===== config.mk =====
export PLATFORM = sky130hd
export DESIGN_NAME = keypad_time_entry
export DESIGN_NICKNAME = d
export VERILOG_FILES = /design/src/rtl/keypad_time_entry.sv
export SDC_FILE = /design/constraint.sdc
export NUM_CORES = 1
export LEC_CHECK = 0
export CAP_MARGIN = 30
export CORE_UTILIZATION = 40
export CTS_BUF_LIST = sky130_fd_sc_hd__clkbuf_16
export DETAILED_ROUTE_END_ITERATION = 8
export PLACE_DENSITY = 0.66
export SLEW_MARGIN = 20
export SYNTH_ARGS = -nofsm -noshare
export SYNTH_HDL_FRONTEND = slang
export SYNTH_SLANG_ARGS = --single-unit
export TNS_END_PERCENT = 30

===== constraint.sdc =====
create_clock -name clk -period 2.7 [get_ports clk]
set_input_delay 0.54 -clock clk [delete_from_list [all_inputs] [get_ports clk]]
set_output_delay 0.54 -clock clk [all_outputs]
set_load 0.005 [all_outputs]

===== src/rtl/keypad_time_entry.sv =====
// keypad_time_entry: debounced keypad digit entry into a 4-digit BCD buffer
// ({min_tens, min_ones, sec_tens, sec_ones}) with commit to time_out.
// Optional build macro SECONDS_CLAMP_EN: clamp a committed sec_tens > 5 to 59 seconds.
module keypad_time_entry #(
   parameter int unsigned DEBOUNCE_CYCLES = 4
) (
   input  logic        clk,
   input  logic        rst,
   input  logic [3:0]  D,
   input  logic        valid,
   input  logic        enablen,
   input  logic        start,
   input  logic        clear,
   output logic [15:0] entry,
   output logic [2:0]  digit_count,
   output logic [15:0] time_out,
   output logic        load,
   output logic        key_ack
);

   typedef enum logic [1:0] {IDLE, DEBOUNCE, CAPTURE, HOLD} state_t;

   localparam logic [8:0] DB_LIMIT = 9'(DEBOUNCE_CYCLES);

   state_t      state;
   logic [7:0]  cnt;
   logic [3:0]  code;
   logic [8:0]  cnt_next;
   logic        do_commit;
   logic        do_capture;
   logic [15:0] commit_val;

   // Event qualification: clear beats commit, and both beat a digit capture.
   always_comb begin
      cnt_next   = {1'b0, cnt} + 9'd1;
      do_commit  = start && enablen && (entry != '0) && !clear;
      do_capture = (state == CAPTURE) && enablen && (code <= 4'd9) && !clear && !do_commit;
   end

   // Value written to time_out on a commit.
   always_comb begin
      commit_val = entry;
`ifdef SECONDS_CLAMP_EN
      if (entry[7:4] > 4'd5)
         commit_val = {entry[15:8], 8'h59};
`endif
   end

   // Key debounce FSM; enablen low parks it in IDLE so a held key must re-debounce.
   always_ff @(posedge clk) begin
      if (rst) begin
         state <= IDLE;
         cnt   <= '0;
         code  <= '0;
      end else if (!enablen) begin
         state <= IDLE;
         cnt   <= '0;
      end else begin
         case (state)
            IDLE: begin
               if (valid) begin
                  state <= DEBOUNCE;
                  cnt   <= 8'd1;
                  code  <= D;
               end
            end
            DEBOUNCE: begin
               if (!valid || (D != code)) begin
                  state <= IDLE;
                  cnt   <= '0;
               end else begin
                  cnt <= cnt_next[7:0];
                  if (cnt_next >= DB_LIMIT)
                     state <= CAPTURE;
               end
            end
            CAPTURE: begin
               state <= HOLD;
               cnt   <= '0;
            end
            HOLD: begin
               if (!valid)
                  state <= IDLE;
            end
            default: state <= IDLE;
         endcase
      end
   end

   // Entry buffer, digit count, committed time and the one-cycle event pulses.
   always_ff @(posedge clk) begin
      if (rst) begin
         entry       <= '0;
         digit_count <= '0;
         time_out    <= '0;
         load        <= 1'b0;
         key_ack     <= 1'b0;
      end else begin
         load    <= 1'b0;
         key_ack <= 1'b0;
         if (clear) begin
            entry       <= '0;
            digit_count <= '0;
         end else if (do_commit) begin
            time_out    <= commit_val;
            load        <= 1'b1;
            entry       <= '0;
            digit_count <= '0;
         end else if (do_capture) begin
            entry   <= {entry[11:0], code};
            key_ack <= 1'b1;
            if (digit_count < 3'd4)
               digit_count <= digit_count + 3'd1;
         end
      end
   end

endmodule

==> flow_summary.ini, run 1 <==
[status]
run_status = finished clean

[routing]
vias = 1845
routedWlPerCell_microns = 13.8
dr.pass1.iters = 4
initialDrtViolationCount = 107
drt_wl_total_microns = 4940
drc_errors = 0
route.detailed.vias_per_inst = 5.14
postRouteAntennaNets = 0

[layout]
nFillCells = 514
layout_net_count = 303
sequential_cell_area_sq_um = 1020
final_core_utilization_pct = 53.3
n_diodes = 0
postLayoutCellArea_sq_um = 2970
syn_to_final_growth_pct = 27.5
fraction_of_final_layout_cells_with_drive_strength_greater_than_1_pct = 7.32
multi_input_area_sq_um = 1180

[cts]
clock_sink_count = 51
postCtsSetupBuffers = 0
cts_root_buf = sky130_fd_sc_hd__clkbuf_16
path_clk_slew_ps = 70
cts-buffers-inserted = 5
cts.htree.levels = 2
cts_tree = built
cts_hold_buf = 0
cts_resized = 0
number_of_buffers_between_clock_root_and_the_deepest_sink = 2
clock_insertion_delay_at_the_later_pin_of_the_skew_report_ps = 290

[critical_path]
max_stage_delay_ps = 550
path_buf_inv = 1
worstPathRequired_ps = 2930
critical-path-top-delay-family = simple AND/OR/NAND/NOR gates
path_max_fanout = 19
worstSetupStartpointType = register
worst_setup_ep_type = register
crit_arrival_ps = 2460
critical-path-slowest-cell = sky130_fd_sc_hd__or4_1
path_cells = or4_1 -> o41ai_2 -> nand2b_1 -> buf_4 -> nand2_4 -> nor2_1
critical_setup_path_class = reg -> reg

[placement]
dpl-instance-area_sq_um = 2820
place.detailed.hpwl_microns = 3460
port-buffer-count = 46
place_congestion = 0.774

[global_routing]
grt_first_pass_wirelength_microns = 8690
grt_pass1_vias = 1805
grt_start_max_net_pins = 23
globalRouteTotalUtil_pct = 18.0
grt_antenna_before_repair = 0
grt_overflow = 0

[sta]
layout_worst_path_cycle_share_pct = 82.8
report.final.slew_viol_count = 0
setup_violations = 0
max-slew-margin-rel_pct = 65.0
finalSetupTns_ps = 0
timing_worst_slew_pin_value_ps = 518
hold_viol_final = 0
peak_clock_frequency_supported_by_timing_ghz = 0.447
hold_slack_ps = 490
skew_ps = 3.34
fin_crit_ps = 2240
grt_setup_unrepaired = no

[synthesis]
yosys.area.top_type_share_pct = 43.8
synth_cell_type_count = 41
synth_fp_nets = 257
post_synth_inst_count = 240
syn-cell-area_sq_um = 2330
netlist.top_cell.by_area = sky130_fd_sc_hd__dfxtp_1
syn_area_per_cell_sq_um = 9.71
synth-warning-count = 0
synth-seq-cells = 51
synth.yosys.seq_area_share_pct = 43.8
yosys-top-cells-area = sky130_fd_sc_hd__dfxtp_1 44%, sky130_fd_sc_hd__mux2i_1 17%, sky130_fd_sc_hd__nor2_1 7.4%, sky130_fd_sc_hd__ha_1 3.8%, sky130_fd_sc_hd__a311oi_1 1.9%

[pwr]
pwr_density_cell_nw_per_um2 = 500
cellLeakagePower_nw = 1.16
vdd_drop_max_uv = 339

[floorplan]
fp.coreArea_sq_um = 5570
io_pins = 47
floorplan.initialDensity_pct = 41.8
rows = 27
die-area_sq_um = 6140
die_width_microns = 78.3
die_h_microns = 78.3

[worst_hold_path]
holdCritPathClass = reg -> reg

[flow_run]
timing.max_cap.violations = 0
registers in the layout, summed over array words and instances (netlist names), named ones only:
name	count
entry	16
load	1
key_ack	1
time_out	16
cnt	8
code	4
digit_count	3
state	1
cells in the final DEF (no fill, tap or decap), types with 2 or more instances in the layout:
| master | instances |
|---|---|
| sky130_fd_sc_hd__a21bo_2 | 2 |
| sky130_fd_sc_hd__a21oi_1 | 8 |
| sky130_fd_sc_hd__a311oi_1 | 5 |
| sky130_fd_sc_hd__a31oi_1 | 2 |
| sky130_fd_sc_hd__and3_1 | 2 |
| sky130_fd_sc_hd__buf_4 | 4 |
| sky130_fd_sc_hd__clkbuf_16 | 5 |
| sky130_fd_sc_hd__clkdlybuf4s50_1 | 46 |
| sky130_fd_sc_hd__dfxtp_1 | 51 |
| sky130_fd_sc_hd__ha_1 | 7 |
| sky130_fd_sc_hd__inv_1 | 6 |
| sky130_fd_sc_hd__mux2i_1 | 39 |
| sky130_fd_sc_hd__nand2_1 | 8 |
| sky130_fd_sc_hd__nand2b_1 | 3 |
| sky130_fd_sc_hd__nand3_1 | 8 |
| sky130_fd_sc_hd__nor2_1 | 46 |
| sky130_fd_sc_hd__nor2_2 | 2 |
| sky130_fd_sc_hd__nor2b_1 | 2 |
| sky130_fd_sc_hd__nor3_1 | 3 |
| sky130_fd_sc_hd__nor4_1 | 2 |
| sky130_fd_sc_hd__o21ai_0 | 7 |
| sky130_fd_sc_hd__or4_1 | 4 |
| sky130_fd_sc_hd__xnor2_1 | 5 |
worst paths after layout:
path	slack, ps	to	cells after the start	start
worst min-delay path	490	digit_count[2]	2	digit_count[2]
worst min register to register	490	digit_count[2]	2	digit_count[2]
worst max register to register	460	entry[9]	6	entry[8]
worst max-delay path	460	entry[9]	6	entry[8]
per-layer routing:
| layer | vias up | GRT usage [%] | share of wire [%] |
|---|---|---|---|
| met3 | 7 | 3.49 | 4.0 |
| li1 | 943 | - | - |
| met2 | 33 | 27.1 | 43 |
| met1 | 862 | 24.9 | 51 |
| met4 | 0 | 7.96 | 1.7 |
| met5 | - | 0 | 0 |
worst reg2reg max path, cell delays in order (launching register included):
cell and delay (ps):
sky130_fd_sc_hd__dfxtp_1 360, sky130_fd_sc_hd__or4_1 550, sky130_fd_sc_hd__o41ai_2 400, sky130_fd_sc_hd__nand2b_1 160
sky130_fd_sc_hd__buf_4 310, sky130_fd_sc_hd__nand2_4 220, sky130_fd_sc_hd__nor2_1 170
synthesized netlist by cell type:
master	n
sky130_fd_sc_hd__inv_1	6
sky130_fd_sc_hd__xnor2_1	5
sky130_fd_sc_hd__mux2i_1	39
sky130_fd_sc_hd__ha_1	7
sky130_fd_sc_hd__a311oi_1	5
sky130_fd_sc_hd__nor2_2	2
sky130_fd_sc_hd__nor2b_1	2
sky130_fd_sc_hd__buf_6	3
sky130_fd_sc_hd__clkbuf_1	5
sky130_fd_sc_hd__nand2_1	8
sky130_fd_sc_hd__buf_1	1
sky130_fd_sc_hd__o21ai_0	7
sky130_fd_sc_hd__nor3_1	3
sky130_fd_sc_hd__o311ai_0	1
sky130_fd_sc_hd__a21o_1	1
sky130_fd_sc_hd__nand2_4	1
sky130_fd_sc_hd__a21bo_2	2
sky130_fd_sc_hd__o32ai_1	1
sky130_fd_sc_hd__and3_1	2
sky130_fd_sc_hd__nand3_1	8
sky130_fd_sc_hd__a31oi_1	2
sky130_fd_sc_hd__a211o_1	1
sky130_fd_sc_hd__nor4_1	2
sky130_fd_sc_hd__buf_8	1
sky130_fd_sc_hd__o41ai_2	1
sky130_fd_sc_hd__nand4_1	1
sky130_fd_sc_hd__and4_1	1
sky130_fd_sc_hd__a21oi_2	1
sky130_fd_sc_hd__nand3b_1	1
sky130_fd_sc_hd__a22oi_1	1
sky130_fd_sc_hd__nor2_1	46
sky130_fd_sc_hd__buf_12	2
sky130_fd_sc_hd__nor4_2	1
sky130_fd_sc_hd__dfxtp_1	51
sky130_fd_sc_hd__a21oi_1	8
sky130_fd_sc_hd__or4_1	4
sky130_fd_sc_hd__nand4b_1	1
sky130_fd_sc_hd__or4b_1	1
sky130_fd_sc_hd__and2_1	1
sky130_fd_sc_hd__nor4b_1	1
sky130_fd_sc_hd__nand2b_1	3
layout make-up:
type | count | area share (%)
Multi-Input combinational cell | 171 | 39.6
Sequential cell | 51 | 34.3
Timing Repair Buffer | 51 | 17.2
Clock buffer | 5 | 4.21
Tap cell | 72 | 3.03
Clock inverter | 3 | 0.926
Inverter | 6 | 0.758
cells by family (layout without fill, tap and decap cells):
group,Yosys count,in the layout,synth area share [%]
muxes,39,39,16.7
xor gates and xnor gates,5,5,1.88
adders and majority gates,7,7,3.76
DFF,51,51,43.8
AOI/OAI and AO/OA,31,31,9.34
buffers and inverters,18,65,5.74
and+or+nand+nor,89,89,18.7
report_power, final:
group          leakage, nW  total (mW)  switching [mW]  internal, mW
combinational        0.680      0.0678          0.0377        0.0300
clock               0.0723       0.656           0.302         0.354
sequential           0.411       0.762         0.00604         0.756
total                 1.16        1.49           0.346          1.14
per-stage QoR:
stage / std cells / setup WS, ps / power (mW)
detailed placement: 351 / 307 / 0.848
global placement: 351 / 379 / 0.847
finish: 359 / 465 / 1.49
floorplan: 240 / 675 / 0.821
CTS: 359 / 412 / 1.50
global route: 359 / 325 / 1.54
Power figures use the tool's default switching activity.
==> run 2, diff against run 1 <==
--- a/config.mk
+++ b/config.mk
@@ -9,7 +9,7 @@
 export CORE_UTILIZATION = 40
 export CTS_BUF_LIST = sky130_fd_sc_hd__clkbuf_16
 export DETAILED_ROUTE_END_ITERATION = 8
-export PLACE_DENSITY = 0.66
+export PLACE_DENSITY = 0.68
 export SLEW_MARGIN = 20
 export SYNTH_ARGS = -nofsm -noshare
 export SYNTH_HDL_FRONTEND = slang
==> constraint.sdc (replaced) <==
create_clock -name clk -period 2 [get_ports clk]
set_input_delay 0.4 -clock clk [delete_from_list [all_inputs] [get_ports clk]]
set_output_delay 0.4 -clock clk [all_outputs]
set_load 0.005 [all_outputs]
==> run 2 against run 1 <==
Clock skew increased by 1.2 ps. Final cell count increased by 7.0%. Global-route usage increased by 0.42 points. Critical path type unchanged. Fmax increased by 9.0%. Flip-flop and latch count unchanged. Combinational power increased by 53%. Largest power group unchanged. Worst setup slack got worse by 520 ps. Clock power increased by 20%. Sequential share of layout area decreased by 2.6 points. Non-clock buffer count increased by 27. The flow now finishes with violations (negative setup slack). Die area unchanged.
==> flow_summary.ini, run 2 (synthesis gave the netlist of run 1 again) <==
[global_routing]
grt_first_pass_wirelength_microns = 8780
grt_pass1_vias = 1769
grt_overflow = 0
globalRouteTotalUtil_pct = 18.4
grt_start_max_net_pins = 23
grt_antenna_before_repair = 0

[layout]
n_diodes = 0
fraction_of_final_layout_cells_with_drive_strength_greater_than_1_pct = 17.3
largestRegisters = entry (16), time_out (16), cnt (8)
final_core_utilization_pct = 57.8
nFillCells = 487
layoutNonFillerInstCount = 384
multi_input_area_sq_um = 1220
leading_cell_type_in_the_layout_fill_and_taps_excluded = sky130_fd_sc_hd__dfxtp_1
layout.cells.most_common_list = 49 x sky130_fd_sc_hd__dfxtp_1, 46 x sky130_fd_sc_hd__nor2_1, 46 x sky130_fd_sc_hd__clkdlybuf4s50_1, 38 x sky130_fd_sc_hd__mux2i_1, 29 x sky130_fd_sc_hd__buf_4
layout_net_count = 330
syn_to_final_growth_pct = 38.1
sequential_cell_area_sq_um = 1020

[sta]
layout_worst_path_cycle_share_pct = 103
post-route-worst-setup-slack_ps = -50.5
skew_ps = 4.53
fin_crit_ps = 2050
timing_worst_slew_pin_value_ps = 540
peak_clock_frequency_supported_by_timing_ghz = 0.488
setup_violations = 16
grt_setup_unrepaired = yes
max-slew-margin-rel_pct = 63.5
hold_viol_final = 0
report.final.slew_viol_count = 0

[floorplan]
die_width_microns = 78.3
die_h_microns = 78.3
io_pins = 47
die-area_sq_um = 6140
fp.coreArea_sq_um = 5570
floorplan.initialDensity_pct = 41.8
rows = 27

[pwr]
cellLeakagePower_nw = 1.31
share_seq_of_total_power_pct = 53.6
vdd_drop_max_uv = 448
power.switching_mw = 0.404
clkPwrFrac_pct = 41.0
sw_frac_of_total_pct = 21.0
power.total_mw = 1.92
pwr_density_cell_nw_per_um2 = 598
comb_power_share_pct = 5.4
p_int_mw = 1.52

[cts]
cts_hold_buf = 0
cts.htree.levels = 2
path_clk_slew_ps = 60
cts-buffers-inserted = 5
clock_insertion_delay_at_the_later_pin_of_the_skew_report_ps = 280
number_of_buffers_between_clock_root_and_the_deepest_sink = 2
clock_sink_count = 51
cts_root_buf = sky130_fd_sc_hd__clkbuf_16
cts_tree = built

[routing]
vias = 1934
drt_wl_total_microns = 5240
route.detailed.vias_per_inst = 5.04
routedWlPerCell_microns = 13.6
postRouteAntennaNets = 0
dr.pass1.iters = 4
initialDrtViolationCount = 101
drc_errors = 0

[critical_path]
worst_setup_ep_type = register
worstPathRequired_ps = 2180
register_to_register_setup_slack_ps = -50
timing.rr.start = entry[6]
worstSetupStartpointType = register
critical_path.reg2reg.endpoint = entry[8]
rr_worst_depth = 6
path_max_fanout = 11
critical_setup_path_class = reg -> reg
crit_arrival_ps = 2230

[placement]
place.detailed.hpwl_microns = 3780
place.detailed.instances = 377
dpl_worst_slack_ps = -102
place_congestion = 0.832
port-buffer-count = 46

[worst_hold_path]
holdCritPathClass = reg -> reg
min_path_cells = 2
whs_endpoint = state[0]
worst_hold_startpoint = state[0]

[flow_run]
timing.max_cap.violations = 0

[status]
failed_checks = negative setup slack
run_status = finished, violations left
==> run 2: per-stage QoR <==
stage | hold slack [ps] | setup TNS, ps | instance area (sq um)
after global placement | 476 | -461 | 3020
after floorplan | 468 | -20.0 | 2330
after CTS | 502 | -540 | 3150
after detailed placement | 487 | -889 | 3020
after global routing | 525 | -2140 | 3220
final | 491 | -426 | 3220
==> run 2: worst max-delay path by stage <==
stage,startpoint,endpoint,cells after the start,slack [ps]
after floorplan,entry[6],entry[15],7,-10
after global placement,D[1],register,6,-80
after detailed placement,D[2],cnt[6],7,-100
after CTS,entry[6],entry[8],6,-60
after global routing,entry[6],entry[15],6,-110
final,entry[6],entry[8],6,-50
==> run 2: area by class of cell <==
cell class | count | share of cell area, %
Timing Repair Buffer | 78 | 22.8
Clock inverter | 1 | 0.233
Tap cell | 72 | 2.80
Sequential cell | 51 | 31.8
Clock buffer | 5 | 3.89
Inverter | 6 | 0.700
Multi-Input combinational cell | 171 | 37.8
==> run 2: power by group through the flow <==
| stage | registers (mW) | clock network, mW | logic (mW) |
|---|---|---|---|
| 2_1_floorplan | 1.05 | 0 | 0.0577 |
| 3_3_place_gp | 1.05 | 0 | 0.100 |
| 3_5_place_dp | 1.05 | 0 | 0.101 |
| 4_1_cts | 1.03 | 0.812 | 0.103 |
| 5_1_grt | 1.03 | 0.855 | 0.114 |
| 6_report | 1.03 | 0.789 | 0.104 |
==> run 2: timing repair <==
action | 4_1_cts | 5_1_grt
resized for setup | 1 | 10
pin swaps | 0 | 2
cloned | 0 | 1
buffers inserted | 0 | 0
setup endpoints to repair | 25 | 35
==> run 2: worst max-delay path: stages, from the launching register on <==
cell and delay, ps:
sky130_fd_sc_hd__dfxtp_2 320, sky130_fd_sc_hd__or4_4 540, sky130_fd_sc_hd__o41ai_4 360, sky130_fd_sc_hd__and4_4 300
sky130_fd_sc_hd__buf_12 160, sky130_fd_sc_hd__mux2i_1 230, sky130_fd_sc_hd__nor2_2 40
==> run 2: routing by layer <==
layer,global-route usage [%],up-vias,share of wire [%]
met2,28.5,40,46
met3,3.49,7,3.1
met1,25.2,896,49
met4,7.22,0,1.5
li1,-,991,-
met5,0,-,0
==> run 3, diff against run 2 <==
--- a/config.mk
+++ b/config.mk
@@ -10,7 +10,7 @@
 export CTS_BUF_LIST = sky130_fd_sc_hd__clkbuf_16
 export DETAILED_ROUTE_END_ITERATION = 8
 export PLACE_DENSITY = 0.68
-export SLEW_MARGIN = 20
+export SLEW_MARGIN = 25
 export SYNTH_ARGS = -nofsm -noshare
 export SYNTH_HDL_FRONTEND = slang
 export SYNTH_SLANG_ARGS = --single-unit
==> results of run 3 <==
No change in the layout: final DEF, timing and power equal those of run 2.
